$ cat config.mk
export PLATFORM = sky130hd
export DESIGN_NAME = pipeline_hazard_ctrl
export DESIGN_NICKNAME = d
export VERILOG_FILES = /design/src/rtl/pipeline_hazard_ctrl.sv
export SDC_FILE = /design/constraint.sdc
export NUM_CORES = 1
export LEC_CHECK = 0
export BUFFER_PORTS_ARGS = -buffer_cell sky130_fd_sc_hd__buf_2
export CORE_UTILIZATION = 37
export DETAILED_ROUTE_END_ITERATION = 7
export PLACE_DENSITY = 0.87
export SETUP_SLACK_MARGIN = 0.02
export SLEW_MARGIN = 10
export SYNTH_ARGS = -nofsm -noshare
export SYNTH_HDL_FRONTEND = slang
export SYNTH_SLANG_ARGS = --single-unit
$ cat constraint.sdc
create_clock -name clk -period 4.3 [get_ports clk]
set_clock_uncertainty 0.15 [all_clocks]
set_input_delay 0 -clock clk [delete_from_list [all_inputs] [get_ports clk]]
set_output_delay 0 -clock clk [all_outputs]
set_load 0.01 [all_outputs]
$ cat src/rtl/pipeline_hazard_ctrl.sv
// Central stall/flush sequencer for the 5-stage pipeline.
// Drives en/flush of IFID, IDEX, EXMEM, MEMWB and the PC load enable.
// Handles memory freezes, load-use bubbles, taken-branch redirects and a
// post-reset pipeline clear.
// Optional build macro: HAZARD_PERF_CNT_EN enables saturating performance
// counters (stall_mem_cnt, stall_lu_cnt, flush_cnt); otherwise they read 0.
module pipeline_hazard_ctrl #(
    parameter int CNT_W             = 32,
    parameter int INIT_FLUSH_CYCLES = 1
) (
    input  logic             clk,
    input  logic             rst,
    input  logic             imem_read,
    input  logic             imem_resp,
    input  logic             dmem_read,
    input  logic             dmem_write,
    input  logic             dmem_resp,
    input  logic             idex_mem_read,
    input  logic [4:0]       idex_rd,
    input  logic [4:0]       ifid_rs1,
    input  logic [4:0]       ifid_rs2,
    input  logic             ifid_use_rs1,
    input  logic             ifid_use_rs2,
    input  logic             br_taken_ex,
    output logic             pc_en,
    output logic             ifid_en,
    output logic             idex_en,
    output logic             exmem_en,
    output logic             memwb_en,
    output logic             ifid_flush,
    output logic             idex_flush,
    output logic             exmem_flush,
    output logic             memwb_flush,
    output logic [CNT_W-1:0] stall_mem_cnt,
    output logic [CNT_W-1:0] stall_lu_cnt,
    output logic [CNT_W-1:0] flush_cnt
);

    localparam int IW = (INIT_FLUSH_CYCLES > 1) ? $clog2(INIT_FLUSH_CYCLES) : 1;
    localparam logic [IW-1:0] INIT_LOAD = IW'(INIT_FLUSH_CYCLES - 1);

    typedef enum logic [1:0] {
        S_INIT      = 2'd0,
        S_RUN       = 2'd1,
        S_MEM_STALL = 2'd2
    } state_t;

    state_t        state_q, state_d;
    logic [IW-1:0] init_cnt_q, init_cnt_d;
    logic          imem_done_q, imem_done_d;
    logic          dmem_done_q, dmem_done_d;

    logic mem_pending_i;
    logic mem_pending_d;
    logic busy;
    logic load_use;

    // Outstanding-access and load-use hazard detection.
    always_comb begin
        mem_pending_i = imem_read & ~(imem_resp | imem_done_q);
        mem_pending_d = (dmem_read | dmem_write) & ~(dmem_resp | dmem_done_q);
        busy          = mem_pending_i | mem_pending_d;
        load_use      = idex_mem_read & (idex_rd != 5'd0) &
                        ((ifid_use_rs1 & (ifid_rs1 == idex_rd)) |
                         (ifid_use_rs2 & (ifid_rs2 == idex_rd)));
    end

    // Next-state, sticky-response tracking and stage control outputs.
    always_comb begin
        state_d     = state_q;
        init_cnt_d  = init_cnt_q;
        imem_done_d = imem_done_q;
        dmem_done_d = dmem_done_q;
        pc_en       = 1'b0;
        ifid_en     = 1'b0;
        idex_en     = 1'b0;
        exmem_en    = 1'b0;
        memwb_en    = 1'b0;
        ifid_flush  = 1'b0;
        idex_flush  = 1'b0;
        exmem_flush = 1'b0;
        memwb_flush = 1'b0;

        if (!rst) begin
            case (state_q)
                S_INIT: begin
                    ifid_en     = 1'b1;
                    idex_en     = 1'b1;
                    exmem_en    = 1'b1;
                    memwb_en    = 1'b1;
                    ifid_flush  = 1'b1;
                    idex_flush  = 1'b1;
                    exmem_flush = 1'b1;
                    memwb_flush = 1'b1;
                    imem_done_d = 1'b0;
                    dmem_done_d = 1'b0;
                    if (init_cnt_q == '0) begin
                        state_d = S_RUN;
                    end else begin
                        init_cnt_d = init_cnt_q - IW'(1);
                    end
                end
                S_RUN, S_MEM_STALL: begin
                    if (busy) begin
                        // Freeze everything; remember responses that land
                        // while the other side is still outstanding.
                        state_d     = S_MEM_STALL;
                        imem_done_d = imem_done_q | (imem_read & imem_resp);
                        dmem_done_d = dmem_done_q | ((dmem_read | dmem_write) & dmem_resp);
                    end else begin
                        state_d     = S_RUN;
                        imem_done_d = 1'b0;
                        dmem_done_d = 1'b0;
                        if (br_taken_ex) begin
                            // Redirect: squash the two wrong-path stages.
                            pc_en      = 1'b1;
                            ifid_en    = 1'b1;
                            idex_en    = 1'b1;
                            exmem_en   = 1'b1;
                            memwb_en   = 1'b1;
                            ifid_flush = 1'b1;
                            idex_flush = 1'b1;
                        end else if (load_use) begin
                            // Hold PC and IFID, inject a bubble into IDEX.
                            idex_en    = 1'b1;
                            exmem_en   = 1'b1;
                            memwb_en   = 1'b1;
                            idex_flush = 1'b1;
                        end else begin
                            pc_en    = 1'b1;
                            ifid_en  = 1'b1;
                            idex_en  = 1'b1;
                            exmem_en = 1'b1;
                            memwb_en = 1'b1;
                        end
                    end
                end
                default: state_d = S_INIT;
            endcase
        end
    end

    // Control state registers with synchronous reset.
    always_ff @(posedge clk) begin
        if (rst) begin
            state_q     <= S_INIT;
            init_cnt_q  <= INIT_LOAD;
            imem_done_q <= 1'b0;
            dmem_done_q <= 1'b0;
        end else begin
            state_q     <= state_d;
            init_cnt_q  <= init_cnt_d;
            imem_done_q <= imem_done_d;
            dmem_done_q <= dmem_done_d;
        end
    end

`ifdef HAZARD_PERF_CNT_EN
    logic [CNT_W-1:0] stall_mem_cnt_q, stall_mem_cnt_d;
    logic [CNT_W-1:0] stall_lu_cnt_q, stall_lu_cnt_d;
    logic [CNT_W-1:0] flush_cnt_q, flush_cnt_d;
    logic             run_cyc;

    // Saturating event counters; INIT cycles are never counted.
    always_comb begin
        run_cyc         = (state_q == S_RUN) || (state_q == S_MEM_STALL);
        stall_mem_cnt_d = stall_mem_cnt_q;
        stall_lu_cnt_d  = stall_lu_cnt_q;
        flush_cnt_d     = flush_cnt_q;
        if (run_cyc && busy && (stall_mem_cnt_q != '1)) begin
            stall_mem_cnt_d = stall_mem_cnt_q + CNT_W'(1);
        end
        if (run_cyc && !busy && br_taken_ex && (flush_cnt_q != '1)) begin
            flush_cnt_d = flush_cnt_q + CNT_W'(1);
        end
        if (run_cyc && !busy && !br_taken_ex && load_use && (stall_lu_cnt_q != '1)) begin
            stall_lu_cnt_d = stall_lu_cnt_q + CNT_W'(1);
        end
    end

    // Counter registers, cleared by reset.
    always_ff @(posedge clk) begin
        if (rst) begin
            stall_mem_cnt_q <= '0;
            stall_lu_cnt_q  <= '0;
            flush_cnt_q     <= '0;
        end else begin
            stall_mem_cnt_q <= stall_mem_cnt_d;
            stall_lu_cnt_q  <= stall_lu_cnt_d;
            flush_cnt_q     <= flush_cnt_d;
        end
    end

    assign stall_mem_cnt = stall_mem_cnt_q;
    assign stall_lu_cnt  = stall_lu_cnt_q;
    assign flush_cnt     = flush_cnt_q;
`else
    assign stall_mem_cnt = '0;
    assign stall_lu_cnt  = '0;
    assign flush_cnt     = '0;
`endif

endmodule
==> impl_metrics.csv, run 1 <==
group,metric,value,unit
status,status,"complete, but fails checks",
status,violations,"design-rule violations",
place,io_buffer_count,34,
clocking,post_cts_buffers,0,
power,switchingPower,119,µW
detailed_routing,via_count,751,
worst_setup_path,startpoint_type,"register",
detailed_routing,post_drt_via_cell_ratio,3.44,
power,p_clk_share,18.7,%
place,place.gp.congestion,0.802,
logic_synthesis,synth_area_per_cell,7.63,µm²
die,coreArea,2850,µm²
power,seqPwrFrac,18.7,%
logic_synthesis,synth_commonest_cells,"buf_4 (99), xnor2_1 (10)",
logic_synthesis,post-synth-top-area-fraction,64.5,%
sta,setup_violations,0,
die,initial_core_util,40.4,%
finish,fin_nets,217,
power,p_int,133,µW
clocking,cts.clk_slew.worst_paths,0.04,ns
clocking,clkLatencyLatePin,0.24,ns
finish,final_layout_size_suffix_gt1_share,23.0,%
power,leakagePower,0.626,nW
global_route,grt_pass1_wl,2.24,mm
die,dieArea,3340,µm²
logic_synthesis,ys_types,26,
power,switching_share,47.2,%
place,place_ws,2.64,ns
logic_synthesis,synth_edf_count,0,
finish,stdcell_count,218,
place,place_inst,212,
logic_synthesis,ys_seq_elements,4,
finish,num_antenna_cells,0,
finish,area_delta_synth_final,-10.9,%
clocking,cts_tree,"built",
sta,drv_slew,0,
logic_synthesis,yosys.area.top_type,"buf_4",
die,ios,131,
global_route,grt_max_degree,8,
logic_synthesis,async_reset_ff_share,0,%
sta,rsz0062_at_grt,"no",
finish,nFillCells,303,
power,ir_drop,0.000137,V
detailed_routing,drt-pass1-iter-count,7,
finish,fin_util,36.0,%
global_route,grt_usage,8.69,%
power,power_per_cell_area,245,nW/µm²
worst_setup_path,slowest_delay,0.32,ns
logic_synthesis,synth_area,1150,µm²
global_route,grt_pass1_vias,538,
job,drv_cap,0,
logic_synthesis,synth_area_leaders,"buf_4 (64%), xnor2_1 (7.6%), dfxtp_1 (6.9%), ha_1 (2.2%), a21oi_1 (1.7%)",
sta,finalSetupTns,0,ns
sta,max_freq,0.531,GHz
sta,whs,0.0144,ns
worst_setup_path,worstPathRequired,4.15,ns
die,die-width,57.8,µm
die,core.rowCount,19,
worst_setup_path,end_kind,"primary output",
place,dpl_cell_area,975,µm²
sta,layout_setup_ws,2.42,ns
sta,layout_min_cycle_time,1.88,ns
logic_synthesis,syn_inst,151,
power,p_total,252,µW
detailed_routing,drt_iter0_drc,16,
clocking,clockRootBuffer,"clkbuf_4",
clocking,clockBufferDepth,2,
worst_setup_path,cpMaxStageDelayCell,"dfxtp_1",
finish,finalInstanceArea,1030,µm²
min_path,hp-class,"in2reg",
detailed_routing,avgRoutedWirePerCell,7.02,µm
clocking,numCtsBuffers,3,
detailed_routing,ant_nets,0,
logic_synthesis,synth_ff_type,"dfxtp_1",
worst_setup_path,arrival,1.73,ns
detailed_routing,drc,9,
worst_setup_path,path_class,"reg2out",
global_route,grt.overflow.total,0,
logic_synthesis,ys_seq_area_share,6.95,%
sta,period_share,43.8,%
place,dp_hpwl,1.41,mm
logic_synthesis,synth.most_common_cell,"buf_4",
sta,hold_viol_final,0,
detailed_routing,wl,1.53,mm
power,pwr-share-comb,62.6,%
logic_synthesis,yosysWarnings,0,
clocking,clkSinkCount,4,
clocking,h-tree-depth,1,
die,fp.dieH,57.8,µm
worst_setup_path,cp_max_fo,5,
worst_setup_path,path_cells,"inv_1 -> ha_1 -> and2b_2 -> o221ai_2 -> a21oi_1 -> a21boi_1 -> buf_2",
global_route,antenna_found_initial,0,
==> flip-flops by register name, indices dropped and copies added (netlist names) <==
| name | count |
|---|---|
| state_q | 2 |
| imem_done_q | 1 |
| dmem_done_q | 1 |
==> layout make-up <==
| type | count | area [µm²] | share of cell area [%] |
|---|---|---|---|
| repair buffers | 37 | 200 | 19.5 |
| inverters | 4 | 15.0 | 1.46 |
| well taps | 31 | 38.8 | 3.78 |
| clock buffers | 3 | 22.5 | 2.19 |
| flip-flops and latches | 4 | 80.1 | 7.80 |
| multi-input cells | 139 | 671 | 65.3 |
==> per-layer routing <==
metal  vias up  global-route usage (%)  share of wire [%]
li1        357                       -                  -
met1       319                    8.67                 34
met2        71                    16.3                 53
met3         4                    1.56                 11
met4         0                    5.78                2.0
met5         -                       0                  0
==> path summary, 6_finish.rpt <==
kind,start,end,slack [ns],cells past startpoint
min,dmem_resp,dmem_done_q,0.01,4
max reg2reg,state_q[1],imem_done_q,2.58,5
min reg2reg,dmem_done_q,dmem_done_q,0.34,2
max,state_q[1],ifid_en,2.42,7
==> logic make-up (layout without fill, tap and decap cells) <==
family | after synthesis | after routing | share of synthesized area [%]
AOI/OAI and AO/OA | 13 | 13 | 7.71
xor gates and xnor gates | 10 | 10 | 7.60
adders and majority gates | 2 | 2 | 2.17
buffers and inverters | 103 | 44 | 65.8
DFF | 4 | 4 | 6.95
other | 1 | 96 | 0.325
and+or+nand+nor | 18 | 18 | 9.45
==> power groups by stage <==
stage | clock network [mW] | logic [mW] | registers (mW)
6_report | 0.0470 | 0.157 | 0.0470
5_1_grt | 0.0505 | 0.176 | 0.0479
4_1_cts | 0.0483 | 0.157 | 0.0472
3_5_place_dp | 0 | 0.154 | 0.0478
3_3_place_gp | 0 | 0.153 | 0.0474
2_1_floorplan | 0 | 0.182 | 0.0470
==> critical path: cells and delay by family, from the launching register on <==
kind | cells | cell delay (ns)
adder cells (fa/ha/maj) | 1 | 0.27
AND/OR/NAND/NOR | 1 | 0.15
AO/OA/AOI/OAI | 3 | 0.57
flip-flops | 1 | 0.32
buffers and inverters | 2 | 0.18
==> cells in the final DEF, fill, tap and decap left out <==
| cell | n |
|---|---|
| a21oi_1 | 4 |
| o21ai_0 | 1 |
| buf_2 | 34 |
| or4_4 | 1 |
| and3_1 | 1 |
| and2b_2 | 1 |
| nand4_1 | 2 |
| conb_1 | 96 |
| ha_1 | 2 |
| inv_1 | 4 |
| nor2_1 | 2 |
| a31oi_1 | 1 |
| o21ai_2 | 1 |
| o221ai_2 | 1 |
| a21boi_1 | 1 |
| dlygate4sd3_1 | 3 |
| or2b_2 | 1 |
| nor3_1 | 4 |
| or2_1 | 1 |
| clkbuf_4 | 3 |
| dfxtp_1 | 4 |
| nor2_2 | 1 |
| nand2b_1 | 1 |
| nand2_1 | 2 |
| nor3b_1 | 1 |
| a21o_1 | 1 |
| xnor2_1 | 10 |
| o22ai_1 | 3 |
==> timing repair <==
action / CTS / global route
gates resized for setup: 0 / 0
hold buffers: 3 / 0
endpoints found under the hold margin: 3 / 0
Power figures use the tool's default switching activity.
==> inputs of run 2 (changes only) <==
--- a/config.mk
+++ b/config.mk
@@ -6,9 +6,9 @@
 export NUM_CORES = 1
 export LEC_CHECK = 0
 export BUFFER_PORTS_ARGS = -buffer_cell sky130_fd_sc_hd__buf_2
-export CORE_UTILIZATION = 37
+export CORE_UTILIZATION = 31
 export DETAILED_ROUTE_END_ITERATION = 7
-export PLACE_DENSITY = 0.87
+export PLACE_DENSITY = 0.78
 export SETUP_SLACK_MARGIN = 0.02
 export SLEW_MARGIN = 10
 export SYNTH_ARGS = -nofsm -noshare
==> constraint.sdc (replaced) <==
create_clock -name clk -period 1.6 [get_ports clk]
set_clock_uncertainty 0.15 [all_clocks]
set_input_delay 0 -clock clk [delete_from_list [all_inputs] [get_ports clk]]
set_output_delay 0 -clock clk [all_outputs]
set_load 0.01 [all_outputs]
==> run 2 against run 1 <==
- the run ends with negative setup slack left
- cell count grew 8.7%
- global-route usage rose by 0.43 points
- non-clock buffer count up 4
- final area increased by 13%
- first-iteration DRC count is 44% lower
- sequential share of layout area fell by 0.69 points
- utilization is 2.2 points lower
- sequential power rose to 2.8 times the previous value
- routed wire length is 21% higher
- critical endpoint unchanged
- largest power group unchanged
==> impl_metrics.csv, run 2 (synthesized netlist as in run 1, its figures left out) <==
group,metric,value,unit
status,status,"complete, but fails checks",
status,violations,"negative setup slack",
die,fp.dieH,63.0,µm
finish,area_delta_synth_final,0.868,%
place,dp_hpwl,1.47,mm
place,io_buffer_count,34,
clocking,numCtsBuffers,3,
worst_setup_path,path_class,"reg2out",
power,leakagePower,0.666,nW
detailed_routing,drc,0,
clocking,clkLatencyLatePin,0.22,ns
power,seqPwrFrac,14.6,%
global_route,grt_pass1_vias,600,
power,switching_share,41.8,%
worst_setup_path,crit_family,"compound AO/OA/AOI/OAI gates",
die,ios,131,
worst_setup_path,cpMaxStageDelayCell,"dfxtp_2",
clocking,clockRootBuffer,"clkbuf_8",
sta,layout_min_cycle_time,1.76,ns
sta,period_share,110,%
power,ir_drop,0.000237,V
worst_setup_path,path_buf_inv,2,
sta,setup_violations,7,
finish,fin_nets,221,
finish,layout_commonest_cell,"conb_1",
worst_setup_path,worstPathRequired,1.45,ns
detailed_routing,drt-pass1-iter-count,4,
die,die-width,63.0,µm
detailed_routing,post_drt_via_cell_ratio,3.35,
clocking,clkSinkCount,4,
min_path,hp-class,"in2reg",
sta,max_freq,0.567,GHz
worst_setup_path,cp_max_fo,5,
global_route,grt_pass1_wl,2.76,mm
finish,num_antenna_cells,0,
worst_setup_path,startpoint_type,"register",
job,drv_cap,0,
die,initial_core_util,33.5,%
global_route,grt.overflow.total,0,
global_route,grt_max_degree,8,
power,power_per_cell_area,780,nW/µm²
finish,largest_register,"state_q",
worst_setup_path,slowest_delay,0.32,ns
sta,layout_setup_ws,-0.162,ns
die,coreArea,3440,µm²
die,dieArea,3970,µm²
worst_setup_path,r2r_slack,0.16,ns
power,p_total,906,µW
power,p_clk_share,23.4,%
finish,nFillCells,368,
power,switchingPower,379,µW
power,p_int,527,µW
detailed_routing,drt_iter0_drc,9,
finish,largest_reg_flops,2,
finish,final_cell_mix,"conb_1 (96), buf_2 (31), xnor2_1 (10)",
clocking,cts.clk_slew.worst_paths,0.03,ns
worst_setup_path,arrival,1.61,ns
place,place_ws,-0.00591,ns
finish,multiInputGateArea,717,µm²
place,place.gp.congestion,0.733,
die,core.rowCount,21,
worst_setup_path,path_cells,"inv_2 -> ha_4 -> and2b_2 -> o221ai_4 -> a21oi_2 -> a21boi_2 -> buf_2",
clocking,clockBufferDepth,2,
detailed_routing,avgRoutedWirePerCell,7.84,µm
global_route,antenna_found_initial,0,
sta,hold_viol_final,0,
detailed_routing,ant_nets,0,
worst_setup_path,end_kind,"primary output",
detailed_routing,via_count,795,
finish,final_layout_size_suffix_gt1_share,29.8,%
clocking,h-tree-depth,1,
clocking,cts_tree,"built",
power,pwr-share-comb,61.9,%
finish,biggestRegsByFlops,"state_q: 2 flops, dmem_done_q: 1 flops, imem_done_q: 1 flops",
detailed_routing,wl,1.86,mm
global_route,grt_usage,9.12,%
finish,regArea,82.6,µm²
sta,drv_slew,0,
sta,rsz0062_at_grt,"yes",
-- run 2: cell types whose count changed in the layout (fill, tap and decap cells not counted), moves of 3 or more --
| cell | delta |
|---|---|
| buf_4 | +4 |
| buf_2 | -3 |
| buf_6 | +3 |
| clkbuf_4 | -3 |
| clkbuf_8 | +3 |
-- run 2: through the flow --
step	hold slack, ns	cells	area [µm²]	setup TNS [ns]	utilization, %
2_1_floorplan	-0.0707	246	1510	0	-
3_3_place_gp	0.0660	228	1000	0	29.2
3_5_place_dp	0.0638	228	1000	-0.00591	29.2
4_1_cts	-0.00625	236	1150	-0.706	33.6
5_1_grt	0.0242	237	1160	-1.29	33.8
6_report	0.0145	237	1160	-0.749	33.8
-- run 2: area by class of cell --
type	instances	area share (%)
clock buffers	3	3.55
inverters	4	1.29
multi-input cells	139	61.7
well taps	46	4.95
flip-flops and latches	4	7.10
repair buffers	41	21.4
-- run 2: path summary, 6_finish.rpt --
path	from	to	cells after the start
max reg2reg	state_q[1]	state_q[0]	6
min	rst	state_q[0]	3
max	state_q[1]	ifid_en	7
min reg2reg	dmem_done_q	dmem_done_q	2
-- run 2: metal layers --
metal	vias up	GRT usage, %	part of all wire [%]
met2	70	18.5	58
met5	-	0	0
met4	0	5.23	0.54
li1	368	-	-
met3	2	2.19	9.7
met1	355	7.79	32
-- run 2: timing repair --
action | 4_1_cts | 5_1_grt
hold buffers | 3 | 0
setup buffers | 2 | 1
gates resized for setup | 13 | 0
setup endpoints to repair | 7 | 7
endpoints found under the hold margin | 2 | 0
pin swaps | 4 | 3
-- run 2: worst reg2reg max path, stage by stage (launching register included) --
cell and delay, ns:
dfxtp_2 0.32, inv_2 0.05, ha_4 0.25, and2b_2 0.17, o221ai_4 0.14, buf_4 0.16
a21oi_1 0.12
-- run 2: power groups by stage --
stage	clock network (mW)	registers (mW)	logic, mW
after global placement	0	0.128	0.433
after CTS	0.215	0.133	0.544
after detailed placement	0	0.128	0.439
after global routing	0.231	0.134	0.618
final	0.212	0.133	0.561
after floorplan	0	0.126	0.494
==> inputs of run 3 (changes only) <==
--- a/config.mk
+++ b/config.mk
@@ -5,10 +5,12 @@
 export SDC_FILE = /design/constraint.sdc
 export NUM_CORES = 1
 export LEC_CHECK = 0
+export ABC_AREA = 1
 export BUFFER_PORTS_ARGS = -buffer_cell sky130_fd_sc_hd__buf_2
-export CORE_UTILIZATION = 31
+export CORE_UTILIZATION = 32
+export CTS_CLUSTER_SIZE = 20
 export DETAILED_ROUTE_END_ITERATION = 7
-export PLACE_DENSITY = 0.78
+export PLACE_DENSITY = 0.77
 export SETUP_SLACK_MARGIN = 0.02
 export SLEW_MARGIN = 10
 export SYNTH_ARGS = -nofsm -noshare
==> constraint.sdc (replaced) <==
create_clock -name clk -period 1.4 [get_ports clk]
set_clock_uncertainty 0.15 [all_clocks]
set_input_delay 0 -clock clk [delete_from_list [all_inputs] [get_ports clk]]
set_output_delay 0 -clock clk [all_outputs]
set_load 0.01 [all_outputs]
==> run 3 against run 2 <==
- the run still ends with negative setup slack left
- critical path depth unchanged
- routed wire length decreased by 4.6%
- synthesized cell count increased by 32%
- critical path type unchanged
==> impl_metrics.csv, run 3 <==
group,metric,value,unit
status,status,"complete, but fails checks",
status,violations,"negative setup slack",
power,switchingPower,423,µW
die,dieArea,4210,µm²
sta,period_share,102,%
detailed_routing,ant_nets,0,
worst_setup_path,startpoint_type,"register",
logic_synthesis,post-synth-top-area-fraction,58.8,%
logic_synthesis,yosysWarnings,0,
logic_synthesis,yosys.area_share.xor_xnor,0,%
detailed_routing,wl,1.77,mm
logic_synthesis,synth_compound_area_share,2.57,%
logic_synthesis,synth_ff_type,"dfxtp_1",
global_route,grt_usage,7.75,%
power,power_per_cell_area,777,nW/µm²
worst_setup_path,end_kind,"primary output",
power,leakagePower,0.832,nW
power,switching_share,44.6,%
power,p_total,949,µW
clocking,clockRootBuffer,"clkbuf_8",
finish,largest_reg_flops,2,
sta,hold_viol_final,0,
worst_setup_path,path_class,"reg2out",
detailed_routing,drt_iter0_drc,13,
clocking,clkLatencyLatePin,0.21,ns
logic_synthesis,async_reset_ff_share,0,%
detailed_routing,post_drt_via_cell_ratio,3.32,
detailed_routing,avgRoutedWirePerCell,6.24,µm
min_path,hp-class,"in2reg",
die,initial_core_util,34.0,%
finish,final_layout_size_suffix_gt1_share,23.7,%
finish,area_delta_synth_final,-3.46,%
global_route,grt_max_degree,6,
global_route,grt.overflow.total,0,
clocking,cts_tree,"built",
detailed_routing,via_count,943,
clocking,clockBufferDepth,2,
logic_synthesis,synth_fa_ha_area_share,1.98,%
power,p_clk_share,24.4,%
place,dp_hpwl,1.52,mm
die,fp.dieH,64.9,µm
power,ir_drop,0.000287,V
clocking,cts.clk_slew.worst_paths,0.03,ns
place,place.gp.congestion,0.709,
logic_synthesis,synth_area,1260,µm²
sta,layout_min_cycle_time,1.42,ns
logic_synthesis,synth_mux_area_share,0,%
logic_synthesis,yosys.area_share.simple,22.7,%
worst_setup_path,worstPathRequired,1.25,ns
finish,final_cell_mix,"conb_1 (96), nand2_1 (36), buf_2 (34)",
logic_synthesis,ys_seq_area_share,6.33,%
logic_synthesis,syn_inst,200,
finish,largest_register,"state_q",
finish,layout_commonest_cell,"conb_1",
clocking,clkSinkCount,4,
finish,fin_nets,266,
sta,finalSetupTns,-0.0523,ns
logic_synthesis,synth_edf_count,0,
logic_synthesis,synth.most_common_cell,"buf_4",
sta,setup_violations,3,
logic_synthesis,ys_types,22,
die,die-width,64.9,µm
sta,layout_setup_ws,-0.0239,ns
clocking,h-tree-depth,1,
finish,nFillCells,425,
sta,max_freq,0.702,GHz
finish,finalInstanceArea,1220,µm²
power,pwr-share-comb,58.7,%
logic_synthesis,yosys.area.top_type,"buf_4",
logic_synthesis,synth_commonest_cells,"buf_4 (99), nand2_1 (37), inv_1 (20)",
global_route,grt_pass1_wl,2.55,mm
logic_synthesis,ys_seq_elements,4,
detailed_routing,drt-pass1-iter-count,4,
worst_setup_path,arrival,1.27,ns
finish,num_antenna_cells,0,
power,seqPwrFrac,16.9,%
logic_synthesis,synth_top_family_by_area,"buffers and inverters",
place,io_buffer_count,34,
global_route,grt_pass1_vias,680,
logic_synthesis,synth_area_leaders,"buf_4 (59%), nand2_1 (11%), dfxtp_1 (6.3%), inv_1 (5.9%), nor2_1 (4.5%)",
die,coreArea,3720,µm²
logic_synthesis,synth_area_per_cell,6.32,µm²
sta,drv_slew,0,
sta,rsz0062_at_grt,"yes",
clocking,post_cts_buffers,0,
die,ios,131,
job,drv_cap,0,
global_route,antenna_found_initial,0,
detailed_routing,drc,0,
power,p_int,526,µW
place,dpl_cell_area,1110,µm²
finish,biggestRegsByFlops,"state_q: 2 flops, dmem_done_q: 1 flops, imem_done_q: 1 flops",
place,place_ws,0.0189,ns
worst_setup_path,cp_max_fo,4,
clocking,numCtsBuffers,3,
die,core.rowCount,22,
[run 3: power by group through the flow]
stage / combinational (mW) / sequential [mW] / clock [mW]
2_1_floorplan: 0.590 / 0.144 / 0
3_3_place_gp: 0.494 / 0.144 / 0
3_5_place_dp: 0.498 / 0.146 / 0
4_1_cts: 0.548 / 0.150 / 0.239
5_1_grt: 0.624 / 0.164 / 0.247
6_report: 0.557 / 0.160 / 0.232
[run 3: area by class of cell]
class / instances / area, µm² / area share, %
clock buffers: 3 / 41.3 / 3.38
inverters: 25 / 95.1 / 7.79
multi-input cells: 167 / 739 / 60.6
flip-flops and latches: 4 / 85.1 / 6.97
well taps: 48 / 60.1 / 4.92
repair buffers: 37 / 200 / 16.4
[run 3: path summary, 6_finish.rpt]
check                                  from     endpoint  slack (ns)  depth (start not counted)
worst min-delay path                    rst   state_q[1]        0.02                          3
worst max-delay path             state_q[1]   idex_flush       -0.02                          7
worst max register to register   state_q[1]  imem_done_q        0.16                          5
worst min register to register  imem_done_q  imem_done_q        0.29                          2
[run 3: metrics by stage]
step	std cells	util [%]	hold slack, ns
after floorplan	295	-	-0.0951
after global placement	278	29.8	0.132
after detailed placement	278	29.8	0.144
after CTS	284	32.5	0.00363
after global routing	284	32.9	0.0435
final	284	32.9	0.0244
[run 3: cells by family after synthesis]
logic type	Yosys count
AND/OR/NAND/NOR	64
AO/OA/AOI/OAI	5
flip-flops	4
other	1
adder cells (fa/ha/maj)	2
buffers and inverters	124
[run 3: repair_timing]
action                                 CTS  global route
resized for setup                       10             2
endpoints found under the hold margin    2             0
hold buffers                             3             0
cloned                                   0             0
pin swaps                                4             3
setup endpoints to repair                7             5
[run 3: critical path, stage by stage (launching register included)]
cell and delay [ns]:
dfxtp_2 0.34, inv_2 0.05, ha_4 0.28, nand3_4 0.09, nand2_4 0.08, o21ai_2 0.05
nand2_1 0.05, buf_2 0.12
[run 3: routing by layer]
layer,wire length [µm],global-route usage (%),share of wire [%]
met3,215,1.94,12
met5,0,0,0
met2,920,14.6,52
met4,23,4.17,1.3
met1,613,7.64,35
